### src/rtl/serializer.sv
// Transmit side of the 1-bit serial link: captures a parallel word and shifts it out one strobed bit per clock.
// Optional even-parity trailer bit is enabled by defining SERIALIZER_PARITY_EN.
module serializer #(
    parameter int unsigned WIDTH     = 8,
    parameter bit          MSB_FIRST = 1'b1
) (
    input  logic             clock_100KHZ,
    input  logic             reset,
    input  logic [WIDTH-1:0] data_in,
    input  logic             data_valid_in,
    input  logic             status_in,
    output logic             ack_out,
    output logic             data_out,
    output logic             write_out,
    output logic             busy_out
);

`ifdef SERIALIZER_PARITY_EN
    localparam int unsigned NBITS = WIDTH + 1;
`else
    localparam int unsigned NBITS = WIDTH;
`endif
    localparam int unsigned CW    = $clog2(NBITS + 1);
    localparam logic [CW-1:0] LAST = CW'(NBITS - 1);

    typedef enum logic [1:0] {
        IDLE  = 2'd0,
        SEND  = 2'd1,
        DRAIN = 2'd2
    } state_t;

    state_t           r_state;
    logic [WIDTH-1:0] r_shift;
    logic [CW-1:0]    r_count;
    logic             r_ack;
    logic             r_data;
    logic             r_write;
    logic             r_busy;
`ifdef SERIALIZER_PARITY_EN
    logic             r_parity;
`endif

    logic             w_head_data;
    logic             w_head;
    logic [WIDTH-1:0] w_shift_nxt;

    // Head bit and shifted word depend on transmit order.
    always_comb begin
        w_head_data = MSB_FIRST ? r_shift[WIDTH-1] : r_shift[0];
        w_shift_nxt = MSB_FIRST ? {r_shift[WIDTH-2:0], 1'b0} : {1'b0, r_shift[WIDTH-1:1]};
`ifdef SERIALIZER_PARITY_EN
        w_head = (r_count == CW'(WIDTH)) ? r_parity : w_head_data;
`else
        w_head = w_head_data;
`endif
    end

    always_ff @(posedge clock_100KHZ or posedge reset) begin
        if (reset) begin
            r_state  <= IDLE;
            r_shift  <= '0;
            r_count  <= '0;
            r_ack    <= 1'b0;
            r_data   <= 1'b0;
            r_write  <= 1'b0;
            r_busy   <= 1'b0;
`ifdef SERIALIZER_PARITY_EN
            r_parity <= 1'b0;
`endif
        end else begin
            r_ack <= 1'b0;
            case (r_state)
                IDLE: begin
                    r_write <= 1'b0;
                    if (data_valid_in) begin
                        r_shift  <= data_in;
                        r_count  <= '0;
                        r_ack    <= 1'b1;
                        r_busy   <= 1'b1;
                        r_state  <= SEND;
`ifdef SERIALIZER_PARITY_EN
                        r_parity <= ^data_in;
`endif
                    end
                end
                SEND: begin
                    // Bits move only while the receiver reports ready; otherwise everything holds.
                    if (status_in) begin
                        r_data  <= w_head;
                        r_write <= 1'b1;
                        r_shift <= w_shift_nxt;
                        r_count <= r_count + CW'(1);
                        if (r_count == LAST) begin
                            r_state <= DRAIN;
                        end
                    end else begin
                        r_write <= 1'b0;
                    end
                end
                DRAIN: begin
                    // Hold off the next word until the receiver drops ready for this one.
                    r_write <= 1'b0;
                    r_data  <= 1'b0;
                    if (!status_in) begin
                        r_state <= IDLE;
                        r_busy  <= 1'b0;
                    end
                end
                default: begin
                    r_state <= IDLE;
                    r_write <= 1'b0;
                    r_busy  <= 1'b0;
                end
            endcase
        end
    end

    assign ack_out   = r_ack;
    assign data_out  = r_data;
    assign write_out = r_write;
    assign busy_out  = r_busy;

endmodule

### config.mk
export PLATFORM = sky130hd
export DESIGN_NAME = serializer
export DESIGN_NICKNAME = d
export VERILOG_FILES = /design/src/rtl/serializer.sv
export SDC_FILE = /design/constraint.sdc
export NUM_CORES = 1
export LEC_CHECK = 0
export BUFFER_PORTS_ARGS = -buffer_cell sky130_fd_sc_hd__clkbuf_2
export CAP_MARGIN = 20
export CORE_AREA = 4 4 53 55
export CTS_CLUSTER_DIAMETER = 50
export DETAILED_ROUTE_END_ITERATION = 7
export DIE_AREA = 0 0 57 59
export GPL_ROUTABILITY_DRIVEN = 1
export HOLD_SLACK_MARGIN = 0.03
export MAX_ROUTING_LAYER = met4
export SYNTH_ARGS = -nofsm -noshare
export SYNTH_HDL_FRONTEND = slang
export SYNTH_SLANG_ARGS = --single-unit
### constraint.sdc
create_clock -name clock_100KHZ -period 4.57 [get_ports clock_100KHZ]
set_clock_uncertainty 0.15 [all_clocks]
set_input_delay 0.457 -clock clock_100KHZ [delete_from_list [all_inputs] [get_ports clock_100KHZ]]
set_output_delay 0.457 -clock clock_100KHZ [all_outputs]
set_load 0.05 [all_outputs]
* Word-level counts from Yosys, hierarchy flattened
Index checks and enable logic that the tools add are counted.
** Word-level totals
- Register bits :: 18
- Input bits :: 12
- Output and inout port bits :: 4
- Logic and storage cells :: 43
** Cells by class
- $add $sub $neg :: 1
- Eq/ne operators :: 7
- Muxes and demuxes :: 20
- Bitwise operators :: 1
- Reductions and logical operators :: 7
** Operators with widths (number)
- 2-to-1 mux 8 bit :: 2
- case mux 8 bit (2 select lines) :: 1
- 2-to-1 mux 2 bit :: 4
- 2-to-1 mux 4 bit :: 2
- inequality test 2 bit (second input constant) :: 4
- case mux 4 bit (2 select lines) :: 1
- 2-to-1 mux 1 bit :: 7
- case mux 2 bit (3 select lines) :: 1
- AND reduction 3 bit :: 2
- adder 4 x 1 -> 4 bit (second input constant) :: 1
- equality test 4 x 3 -> 1 bit (second input constant) :: 1
- AND reduction 4 bit :: 1
- nonzero test 2 bit :: 2
- case mux 1 bit (3 select lines) :: 1
- equality test 2 x 1 -> 1 bit (second input constant) :: 1
- equality test 2 bit (second input constant) :: 1
- logical NOT 2 bit :: 1
- case mux 1 bit (2 select lines) :: 1
- AND reduction 2 bit :: 1
- inverter 1 bit :: 1

* Logic depth before layout (Yosys ltp)
Gate-level depths: netlist (run 1).
- Depth in word-level cells :: 4
- Gate-level depth with buffers :: 6
- Mapped depth without buffers :: 4

* Worst setup path after synthesis (run 1)
Ideal clock, no wire load.
- Path kind :: reg-to-reg
- From :: register r_state[0]
- To :: register r_shift[1]
- Setup time :: 0.125 ns
- Arrival time :: 1.390 ns
- Setup slack :: 2.904 ns
- Stages on the path, launching flop included :: 6
- Path buffers :: 2
- Cell sequence :: dfrtp_1 buf_6 or3b_1 buf_6 nand2_8 mux2_4
** Between the ends
- Word-level cells in the longest chain between the ends :: 3
- Elaborated cells between the ends (all ways) :: 7
- Those cells by class :: eq/ne (3); mux (1); reduce/logical (3)
** Ends and longest elaborated chain
- start, declared :: RTL line 32 : state_t r_state;
- start signal, assigned :: RTL line 60 : r_state <= IDLE;
- start signal, assigned :: RTL line 80 : r_state <= SEND;
- start signal, assigned :: RTL line 94 : r_state <= DRAIN;
- equality test 2 x 1 -> 1 bit or logical NOT 2 bit (tied branches) :: RTL line 72 : case (r_state)
- inequality test 2 bit (no line) or nonzero test 2 bit (tied branches)
- AND reduction 3 bit (no line)
- end signal, assigned :: RTL line 76 : r_shift <= data_in;
- end signal, assigned :: RTL line 91 : r_shift <= w_shift_nxt;
- end, declared :: RTL line 33 : logic [WIDTH-1:0] r_shift;
Several ways; a longest one is shown, not always the timed one.
A chain may end at the register's enable or synchronous reset.

* Worst setup path in the final report (run 1)
- From :: register r_state[0]
- To :: register r_shift[6]
The elaborated chain is that of the path after synthesis.

==> summary.json, run 1 <==
{
  "nFillCells": 254,
  "ctsRootBufferMaster": "clkbuf_4",
  "cts.htree.levels": 1,
  "grt_max_degree": 19,
  "number_of_nets_with_antenna_violations_after_routing": 0,
  "timing.setup.tns_ns": 0,
  "finalSetupViolations": 0,
  "mappedNetlistNets": 85,
  "post_cts_setup_repair_bufs": 0,
  "synth_simple_gate_area_frac": 0.148,
  "max_freq_mhz": 547,
  "die_boundary_height_um": 59,
  "post_cts_resized": 0,
  "mappedNetlistArea_um2": 902,
  "power.leakage_nw": 0.511,
  "cts_tree": "done",
  "antennaDiodeCount": 0,
  "seqPwrFrac": 0.428,
  "clock_latency_ns": 0.29,
  "synth_xor_xnor_area_share": 0.00971,
  "via_total_after_detailed_routing": 566,
  "final_area_um2": 1020,
  "grt_setup_unrepaired": "false",
  "synthDominantCellAreaShare": 0.499,
  "numPortBuffers": 15,
  "io_pins": 16,
  "clockBufferDepth": 2,
  "clk_pin_slew_ns": 0.11,
  "slew_violations": 0,
  "worst-path-max-fanout": 10,
  "finalCritPeriodShare": 0.400,
  "wl_per_cell_um": 12.9,
  "cp.required_ns": 4.61,
  "core_region_area_um2": 2390,
  "synth_compound_gate_area_share": 0.0666,
  "maxCapViolCount": 0,
  "power_frac_clock": 0.157,
  "post-route-drc-count": 0,
  "numCtsBuffers": 3,
  "synth_cell_types": 25,
  "status": "completed",
  "endpoint_kind": "flip-flop",
  "globalRoute.totalOverflow": 0,
  "ys_seq_elements": 18,
  "number_of_global_route_vias_before_repair": 604,
  "synth_top_cells_by_area": "dfrtp_1, mux2_4, mux2_2",
  "cts_sinks": 18,
  "post_dp_area_um2": 981,
  "die-area_um2": 3360,
  "report.final.hold_viol_count": 0,
  "post-synth-top-area-cell": "dfrtp_1",
  "peakVddDrop_uv": 348,
  "fin_util": 0.426,
  "p_int_uw": 404,
  "share_comb_of_total_power": 0.414,
  "syn_area_per_cell_um2": 12.5,
  "routabilityCongestion": 0.690,
  "drtIter0Drc": 12,
  "timing.slew.headroom": 0.549,
  "post_synth_fa_ha_maj_area_fraction": 0.0139,
  "worst_pin_slew_ns": 0.676,
  "initial_core_util": 0.378,
  "detail_route.wirelength_um": 1530,
  "timing.reg2reg.worst_path_depth": 3,
  "critPathKind": "flip-flop to flip-flop",
  "post_layout_min_period_ns": 1.83,
  "routed_via_density": 4.80,
  "rows": 18,
  "power_per_standard_cell_area_nw_per_um2": 623,
  "area_growth_pct": 12.8,
  "hold_fix_buffers_cts": 0,
  "yosys_warnings": 0,
  "grt_pass1_wl_um": 2660,
  "post-place-cells": 114,
  "antenna_found_initial": 0,
  "ys_seq_area_frac": 0.499,
  "min-delay-path-class": "primary input to asynchronous set/reset pin",
  "final_layout_size_suffix_gt1_frac": 0.398,
  "drt-pass1-iter-count": 4,
  "arrival_ns": 1.86,
  "largest_family_of_logic_cells_by_synthesized_area": "multiplexers",
  "synth.area.mux_share": 0.204,
  "chipWidth_um": 57,
  "layout.cells.non_filler": 118,
  "place_hpwl_um": 1110,
  "crit_path_start_kind": "flip-flop",
  "track_usage": 0.103,
  "p_sw_uw": 230,
  "synth_cells": 72,
  "switching_share": 0.362,
  "nNetsFinal": 102
}
-- worst paths after layout --
kind / end / slack (ns) / from
min in group clock_100KHZ: r_shift[0] / 0.21 / data_in[0]
worst min register to register: r_count[3] / 0.37 / r_count[3]
worst min-delay path: r_shift[4] / 0.07 / reset
worst max-delay path: r_shift[6] / 2.74 / r_state[0]
max in group asynchronous: r_state[1] / 3.77 / reset
worst max register to register: r_shift[6] / 2.74 / r_state[0]
-- stage by stage --
stage	setup WS (ns)	total power, mW	hold WS, ns
floorplan	2.90	0.503	0.246
global placement	2.77	0.533	0.348
detailed placement	2.74	0.541	0.344
CTS	2.74	0.642	0.100
global route	2.66	0.675	0.119
finish	2.74	0.634	0.0730
-- layout make-up --
type                    instances  area, um2  share of cell area
clock buffers                   4       36.3              0.0357
inverters                       5       18.8              0.0185
multi-input cells              46        399               0.392
flip-flops and latches         18        450               0.443
well taps                      30       37.5              0.0369
repair buffers                 15       75.1              0.0738
-- state kept, by name, summed over array words and instances (netlist names) --
| signal | flops |
|---|---|
| ack_out | 1 |
| r_state | 2 |
| data_out | 1 |
| write_out | 1 |
| busy_out | 1 |
| r_count | 4 |
| r_shift | 8 |
-- Yosys cell counts (all sizes together) --
master and instances:
dfrtp 18, mux2 14, inv 5, nand2 5
nand3 4, buf 3, o21ai 3, a21oi 2
nand2b 2, nand4b 2, o211ai 2, a31oi 1
and2b 1, ha 1, nand3b 1, nor2 1
nor2b 1, nor3 1, o22ai 1, o31ai 1
or3 1, or3b 1, xor2 1
-- metal layers --
layer  routed length [um]  up-vias  share of wire  GRT usage
met5                    0        -              0          -
met2                  711        9           0.47      0.158
met1                  749      273           0.49      0.132
met3                   58        2          0.038     0.0261
met4                    6        0         0.0039     0.0397
li1                     -      282              -          -
-- critical path, cell delays in order (launching register included) --
cell and delay (ns):
dfrtp_1 0.50, or3b_1 0.59, nand2_8 0.19, mux2_4 0.30
-- cell usage in the layout (no fill, tap or decap), types with 2 or more instances in the layout --
| cell | count |
|---|---|
| nand2_1 | 4 |
| inv_1 | 5 |
| dfrtp_1 | 18 |
| clkbuf_2 | 15 |
| a21oi_1 | 2 |
| o211ai_1 | 2 |
| nand4b_1 | 2 |
| nand2b_1 | 2 |
| nand3_1 | 4 |
| o21ai_0 | 3 |
| mux2_2 | 7 |
| clkbuf_4 | 3 |
| mux2_4 | 7 |
-- power groups by stage --
stage | combinational [mW] | sequential, mW | clock, mW
finish | 0.263 | 0.272 | 0.0998
global route | 0.284 | 0.282 | 0.109
CTS | 0.266 | 0.272 | 0.104
detailed placement | 0.268 | 0.274 | 0
global placement | 0.259 | 0.274 | 0
floorplan | 0.201 | 0.302 | 0
-- logic make-up after synthesis --
kind of cell | count (synthesis)
and+or+nand+nor | 20
DFF | 18
muxes | 14
AOI/OAI and AO/OA | 10
buffers and inverters | 8
xor gates and xnor gates | 1
adders and majority gates | 1
Note: power is estimated with default switching activity, not from simulation.
==> run 2: changes to the inputs <==
clock period = 1.5 ns   (was 4.57 ns; I/O delays follow)
==> run 2 against run 1 <==
The flow now finishes with violations (setup timing). Largest cell class unchanged. Flip-flop and latch count unchanged. Final area up 12%. Critical endpoint is now r_shift[4]. Sequential power rose to 3.0 times the previous value.
==> summary.json, run 2 (synthesized netlist as in run 1, its figures left out) <==
{
  "cts_sinks": {"value": 18, "change": "unchanged"},
  "finalSetupViolations": {"value": 7, "change": "+7"},
  "maxCapViolCount": {"value": 0, "change": "unchanged"},
  "die-area": {"value": 3360, "unit": "um2", "change": "unchanged"},
  "nNetsFinal": {"value": 115, "change": "+13%"},
  "grt_max_degree": {"value": 19, "change": "unchanged"},
  "post_layout_min_period": {"value": 1.53, "unit": "ns", "change": "-0.294 ns"},
  "detail_route.wirelength": {"value": 1550, "unit": "um", "change": "+1.8%"},
  "cts.htree.levels": {"value": 1, "change": "unchanged"},
  "layout_commonest_cell": "dfrtp_1",
  "timing.setup.tns": {"value": -0.199, "unit": "ns", "change": "-0.199 ns"},
  "globalRoute.totalOverflow": {"value": 0, "change": "unchanged"},
  "fin_util": {"value": 0.476, "change": "+0.0503"},
  "rows": {"value": 18, "change": "unchanged"},
  "crit_slowest_cell": "or3b_4",
  "area_growth_pct": 26.1,
  "status": "finished, violations left",
  "chipWidth": {"value": 57, "unit": "um", "change": "unchanged"},
  "number_of_nets_with_antenna_violations_after_routing": {"value": 0, "change": "unchanged"},
  "layout.cells.non_filler": {"value": 131, "change": "+11%"},
  "post-route-worst-setup-slack": {"value": -0.0335, "unit": "ns", "change": "-2.78 ns"},
  "clockBufferDepth": {"value": 2, "change": "unchanged"},
  "finalCritPeriodShare": {"value": 1.02, "change": "+0.622"},
  "worst-path-max-fanout": {"value": 7, "change": "-3"},
  "cp.required": {"value": 1.53, "unit": "ns", "change": "-3.08 ns"},
  "max_flop_register": "r_shift",
  "antennaDiodeCount": {"value": 0, "change": "unchanged"},
  "cts_tree": "done",
  "numPortBuffers": {"value": 15, "change": "unchanged"},
  "place_hpwl": {"value": 1180, "unit": "um", "change": "+6.7%"},
  "failed_checks": "setup timing",
  "numCtsBuffers": {"value": 3, "change": "unchanged"},
  "worst_pin_slew": {"value": 0.277, "unit": "ns", "change": "-0.399 ns"},
  "worst_path_largest_cell_delay": {"value": 0.44, "unit": "ns", "change": "-0.15 ns"},
  "max_freq": {"value": 652, "unit": "MHz", "change": "+19%"},
  "crit_chain": "or3b_4 -> nand2_8 -> mux2_4",
  "power.leakage": {"value": 0.577, "unit": "nW", "change": "+13%"},
  "antenna_found_initial": {"value": 0, "change": "unchanged"},
  "via_total_after_detailed_routing": {"value": 624, "change": "+10%"},
  "die_boundary_height": {"value": 59, "unit": "um", "change": "unchanged"},
  "endpoint_kind": "flip-flop",
  "timing.slew.headroom": {"value": 0.816, "change": "+0.267"},
  "layout_common_cells": "dfrtp_1, clkbuf_2, buf_4",
  "final_layout_size_suffix_gt1_frac": {"value": 0.455, "change": "+0.0577"},
  "post-place-cells": {"value": 123, "change": "+7.9%"},
  "drt-pass1-iter-count": {"value": 4, "change": "unchanged"},
  "post-route-drc-count": {"value": 0, "change": "unchanged"},
  "slew_violations": {"value": 0, "change": "unchanged"},
  "largest_register_ffs": {"value": 8, "change": "unchanged"},
  "drtIter0Drc": {"value": 12, "change": "unchanged"},
  "io_pins": {"value": 16, "change": "unchanged"},
  "routed_via_density": {"value": 4.76, "change": "-0.69%"},
  "arrival": {"value": 1.56, "unit": "ns", "change": "-0.30 ns"},
  "track_usage": {"value": 0.111, "change": "+0.00734"},
  "clock_latency": {"value": 0.29, "unit": "ns", "change": "about the same"},
  "critPathKind": "flip-flop to flip-flop",
  "grt_pass1_wl": {"value": 2810, "unit": "um", "change": "+5.7%"},
  "wl_per_cell": {"value": 11.9, "unit": "um", "change": "-8.3%"},
  "crit_path_start_kind": "flip-flop",
  "reg_top3": "r_shift: 8 flops, r_count: 4 flops, r_state: 2 flops",
  "min-delay-path-class": "primary input to flip-flop",
  "ctsRootBufferMaster": "clkbuf_4",
  "grt_setup_unrepaired": "true",
  "clk_pin_slew": {"value": 0.11, "unit": "ns", "change": "about the same"},
  "report.final.hold_viol_count": {"value": 0, "change": "unchanged"},
  "power_per_standard_cell_area": {"value": 1800, "unit": "nW/um2", "change": "+190%"},
  "core_region_area": {"value": 2390, "unit": "um2", "change": "unchanged"},
  "routabilityCongestion": {"value": 0.761, "change": "+10%"},
  "peakVddDrop": {"value": 884, "unit": "uV", "change": "+150%"},
  "number_of_global_route_vias_before_repair": {"value": 647, "change": "+7.1%"},
  "initial_core_util": {"value": 0.378, "change": "unchanged"}
}
run 2: cell types whose count changed in the layout (fill, tap and decap cells not counted):
cell | before | now
dlygate4sd3_1 | 0 | 3
nand3b_2 | 1 | 0
or3b_1 | 1 | 0
buf_4 | 0 | 9
buf_6 | 0 | 1
or3b_4 | 0 | 1
nand3b_4 | 0 | 1
run 2: final timing paths:
check	startpoint	end	slack, ns	depth (start not counted)
max	r_state[0]	r_shift[4]	-0.03	3
min	data_in[6]	r_shift[6]	0.06	3
max reg2reg	r_state[0]	r_shift[4]	-0.03	3
min reg2reg	r_shift[4]	r_shift[4]	0.37	1
max in group asynchronous	reset	r_count[2]	0.77	4
min in group asynchronous	reset	r_shift[5]	0.24	4
run 2: report_power, final:
part           total, mW  internal [mW]  switching [mW]  leakage [nW]
logic              0.945          0.508           0.437         0.332
clock network      0.295          0.148           0.147        0.0210
registers          0.810          0.679           0.131         0.224
run 2: final cells by class:
| type | count | area [um2] |
|---|---|---|
| repair buffers | 28 | 184 |
| well taps | 30 | 37.5 |
| multi-input cells | 46 | 410 |
| inverters | 5 | 18.8 |
| fillers | 240 | 1250 |
| clock buffers | 4 | 36.3 |
| flip-flops and latches | 18 | 450 |
run 2: routing by layer:
layer	routed length, um	share of wire	GRT usage
met5	0	0	-
met4	0	0	0.0298
met3	85	0.055	0.0283
met2	758	0.49	0.184
met1	709	0.46	0.134
run 2: critical path, delay by kind of cell, from the launching register on:
family | cells | cell delay [ns]
flip-flops | 1 | 0.41
AND/OR/NAND/NOR | 2 | 0.56
multiplexers | 1 | 0.30
run 2: through the flow:
step | setup slack, ns | area, um2 | hold slack, ns | power, mW
floorplan | -0.142 | 902 | -0.0614 | 1.53
global placement | -0.0770 | 1050 | 0.00413 | 1.71
detailed placement | -0.0972 | 1050 | 0.0176 | 1.73
CTS | -0.0363 | 1130 | 0.0522 | 2.07
global route | -0.0723 | 1140 | 0.0556 | 2.21
finish | -0.0335 | 1140 | 0.0616 | 2.05
run 2: repair_timing:
action                     in CTS  in global routing
setup buffers                   1                  0
gates resized for setup         2                  1
hold buffers                    3                  0
pin swaps                       2                  0
setup endpoints to repair      10                 11
hold endpoints to repair       20                  0
==> run 3: changes to the inputs <==
CTS_BUF_LIST = sky130_fd_sc_hd__clkbuf_16   (was not set)
==> run 3 against run 2 <==
The run still ends with setup timing left. Clock power rose by 79%. Maximum frequency rose by 1.2%. Non-clock buffer count fell by 1. Power rose by 11%. Largest power group unchanged. First-iteration DRC count fell by 50%. Sequential share of layout area fell by 0.98 points. Register-to-register slack improved by 0.02 ns.
==> summary.json, run 3 (synthesized netlist as in run 1, its figures left out) <==
{
  "post-route-worst-setup-slack": {"value": -0.0149, "unit": "ns", "change": "+0.0186 ns"},
  "ctsRootBufferMaster": "clkbuf_16",
  "report.final.hold_viol_count": {"value": 0, "change": "unchanged"},
  "regToRegSetupSlack": {"value": -0.01, "unit": "ns", "change": "+0.02 ns"},
  "switching_share": {"value": 0.324, "change": "-0.0250"},
  "status": "finished, violations left",
  "die-area": {"value": 3360, "unit": "um2", "change": "unchanged"},
  "power_frac_clock": {"value": 0.232, "change": "+0.088"},
  "cp.required": {"value": 1.48, "unit": "ns", "change": "-0.05 ns"},
  "finalCritPeriodShare": {"value": 1.01, "change": "-0.0124"},
  "cts_sinks": {"value": 18, "change": "unchanged"},
  "numPortBuffers": {"value": 15, "change": "unchanged"},
  "layout_commonest_cell": "dfrtp_1",
  "p_sw": {"value": 737, "unit": "uW", "change": "+3.0%"},
  "max_flop_register": "r_shift",
  "routed_via_density": {"value": 4.72, "change": "-0.85%"},
  "power_per_standard_cell_area": {"value": 1950, "unit": "nW/um2", "change": "+8.2%"},
  "post-route-drc-count": {"value": 0, "change": "unchanged"},
  "rows": {"value": 18, "change": "unchanged"},
  "reg_top3": "r_shift: 8 flops, r_count: 4 flops, r_state: 2 flops",
  "place_hpwl": {"value": 1180, "unit": "um", "change": "unchanged"},
  "track_usage": {"value": 0.108, "change": "-0.00238"},
  "clk_pin_slew": {"value": 0.05, "unit": "ns", "change": "-0.06 ns"},
  "clockBufferDepth": {"value": 2, "change": "unchanged"},
  "worst_pin_slew": {"value": 0.277, "unit": "ns", "change": "-0.000443 ns"},
  "min-delay-path-class": "primary input to flip-flop",
  "share_comb_of_total_power": {"value": 0.411, "change": "-0.050"},
  "largest_register_ffs": {"value": 8, "change": "unchanged"},
  "failed_checks": "setup timing",
  "antenna_found_initial": {"value": 0, "change": "unchanged"},
  "layout_common_cells": "dfrtp_1, clkbuf_2, buf_4",
  "core_region_area": {"value": 2390, "unit": "um2", "change": "unchanged"},
  "wl_per_cell": {"value": 11.8, "unit": "um", "change": "-0.79%"},
  "area_growth_pct": 29.3,
  "initial_core_util": {"value": 0.378, "change": "unchanged"},
  "number_of_nets_with_antenna_violations_after_routing": {"value": 0, "change": "unchanged"},
  "worst-path-max-fanout": {"value": 5, "change": "-2"},
  "final_layout_worst_hold_slack": {"value": 0.0981, "unit": "ns", "change": "+0.0365 ns"},
  "timing.setup.tns": {"value": -0.0874, "unit": "ns", "change": "+0.111 ns"},
  "endpoint_kind": "flip-flop",
  "globalRoute.totalOverflow": {"value": 0, "change": "unchanged"},
  "arrival": {"value": 1.49, "unit": "ns", "change": "-0.07 ns"},
  "numCtsBuffers": {"value": 3, "change": "unchanged"},
  "post_layout_min_period": {"value": 1.51, "unit": "ns", "change": "-0.0186 ns"},
  "cts_tree": "done",
  "antennaDiodeCount": {"value": 0, "change": "unchanged"},
  "grt_max_degree": {"value": 19, "change": "unchanged"},
  "io_pins": {"value": 16, "change": "unchanged"},
  "die_boundary_height": {"value": 59, "unit": "um", "change": "unchanged"},
  "cts.htree.levels": {"value": 1, "change": "unchanged"},
  "grt_setup_unrepaired": "true",
  "grt_pass1_wl": {"value": 2770, "unit": "um", "change": "-1.2%"},
  "number_of_global_route_vias_before_repair": {"value": 638, "change": "-1.4%"},
  "finalSetupViolations": {"value": 7, "change": "unchanged"},
  "nNetsFinal": {"value": 114, "change": "-0.87%"},
  "fin_util": {"value": 0.488, "change": "+0.0121"},
  "detail_route.wirelength": {"value": 1530, "unit": "um", "change": "-1.5%"},
  "critPathKind": "flip-flop to flip-flop",
  "drt-pass1-iter-count": {"value": 4, "change": "unchanged"},
  "drtIter0Drc": {"value": 6, "change": "-6"},
  "peakVddDrop": {"value": 1010, "unit": "uV", "change": "+14%"},
  "seqPwrFrac": {"value": 0.357, "change": "-0.038"},
  "crit_path_start_kind": "flip-flop",
  "max_freq": {"value": 660, "unit": "MHz", "change": "+1.2%"},
  "timing.slew.headroom": {"value": 0.816, "change": "about the same"},
  "slew_violations": {"value": 0, "change": "unchanged"},
  "routabilityCongestion": {"value": 0.761, "change": "unchanged"},
  "p_int": {"value": 1.54, "unit": "mW", "change": "+15%"},
  "final_layout_size_suffix_gt1_frac": {"value": 0.450, "change": "-0.00545"},
  "nFillCells": {"value": 234, "change": "-2.5%"},
  "via_total_after_detailed_routing": {"value": 614, "change": "-1.6%"},
  "maxCapViolCount": {"value": 0, "change": "unchanged"},
  "chipWidth": {"value": 57, "unit": "um", "change": "unchanged"},
  "clock_latency": {"value": 0.24, "unit": "ns", "change": "-0.05 ns"},
  "power.leakage": {"value": 0.589, "unit": "nW", "change": "+2.1%"}
}
run 3: final timing paths:
check / endpoint / cells after the start / from
worst max register to register: r_shift[4] / 4 / r_state[1]
min in group asynchronous: r_shift[5] / 4 / reset
max in group asynchronous: r_count[0] / 4 / reset
worst min register to register: r_shift[4] / 1 / r_shift[4]
worst max-delay path: r_shift[4] / 4 / r_state[1]
worst min-delay path: r_count[1] / 3 / status_in
run 3: layout make-up:
class	instances	area, um2	share of cell area
timing repair buffer	27	170	0.146
clock buffer	3	75.1	0.0644
inverter	5	18.8	0.0161
multi-input combinational	46	410	0.352
clock inverter	1	3.75	0.00322
tap	30	37.5	0.0322
sequential	18	450	0.386
run 3: per-stage QoR:
stage | cell area, um2 | power (mW) | instances | setup slack [ns]
after floorplan | 902 | 1.53 | 72 | -0.142
after global placement | 1050 | 1.71 | 123 | -0.0770
after detailed placement | 1050 | 1.73 | 123 | -0.0972
after CTS | 1170 | 2.31 | 130 | -0.0281
after global routing | 1170 | 2.43 | 130 | -0.0658
final | 1170 | 2.28 | 130 | -0.0149
run 3: timing repair:
| item | CTS | global route |
|---|---|---|
| resized for setup | 2 | 0 |
| endpoints found under the hold margin | 19 | 0 |
| pin swaps | 2 | 0 |
| buffers inserted | 1 | 0 |
| endpoints found under the setup margin | 10 | 9 |
| hold buffers | 2 | 0 |
run 3: power by group through the flow:
| stage | combinational [mW] | clock [mW] | sequential [mW] |
|---|---|---|---|
| after CTS | 0.951 | 0.542 | 0.814 |
| after global routing | 1.03 | 0.561 | 0.846 |
| after floorplan | 0.613 | 0 | 0.920 |
| after detailed placement | 0.917 | 0 | 0.818 |
| after global placement | 0.893 | 0 | 0.816 |
| final | 0.935 | 0.528 | 0.813 |
run 3: critical path, cell delays in order (launching register included):
cell      delay, ns
dfrtp_1        0.39
nand2b_1       0.17
buf_4          0.16
mux2_2         0.27
mux2_4         0.25
run 3: per-layer routing:
metal,track usage,share of wire,vias to the layer above
met5,-,0,-
met4,0.0199,0,0
met2,0.183,0.46,10
met1,0.132,0.49,296
li1,-,-,308
met3,0.0283,0.046,0
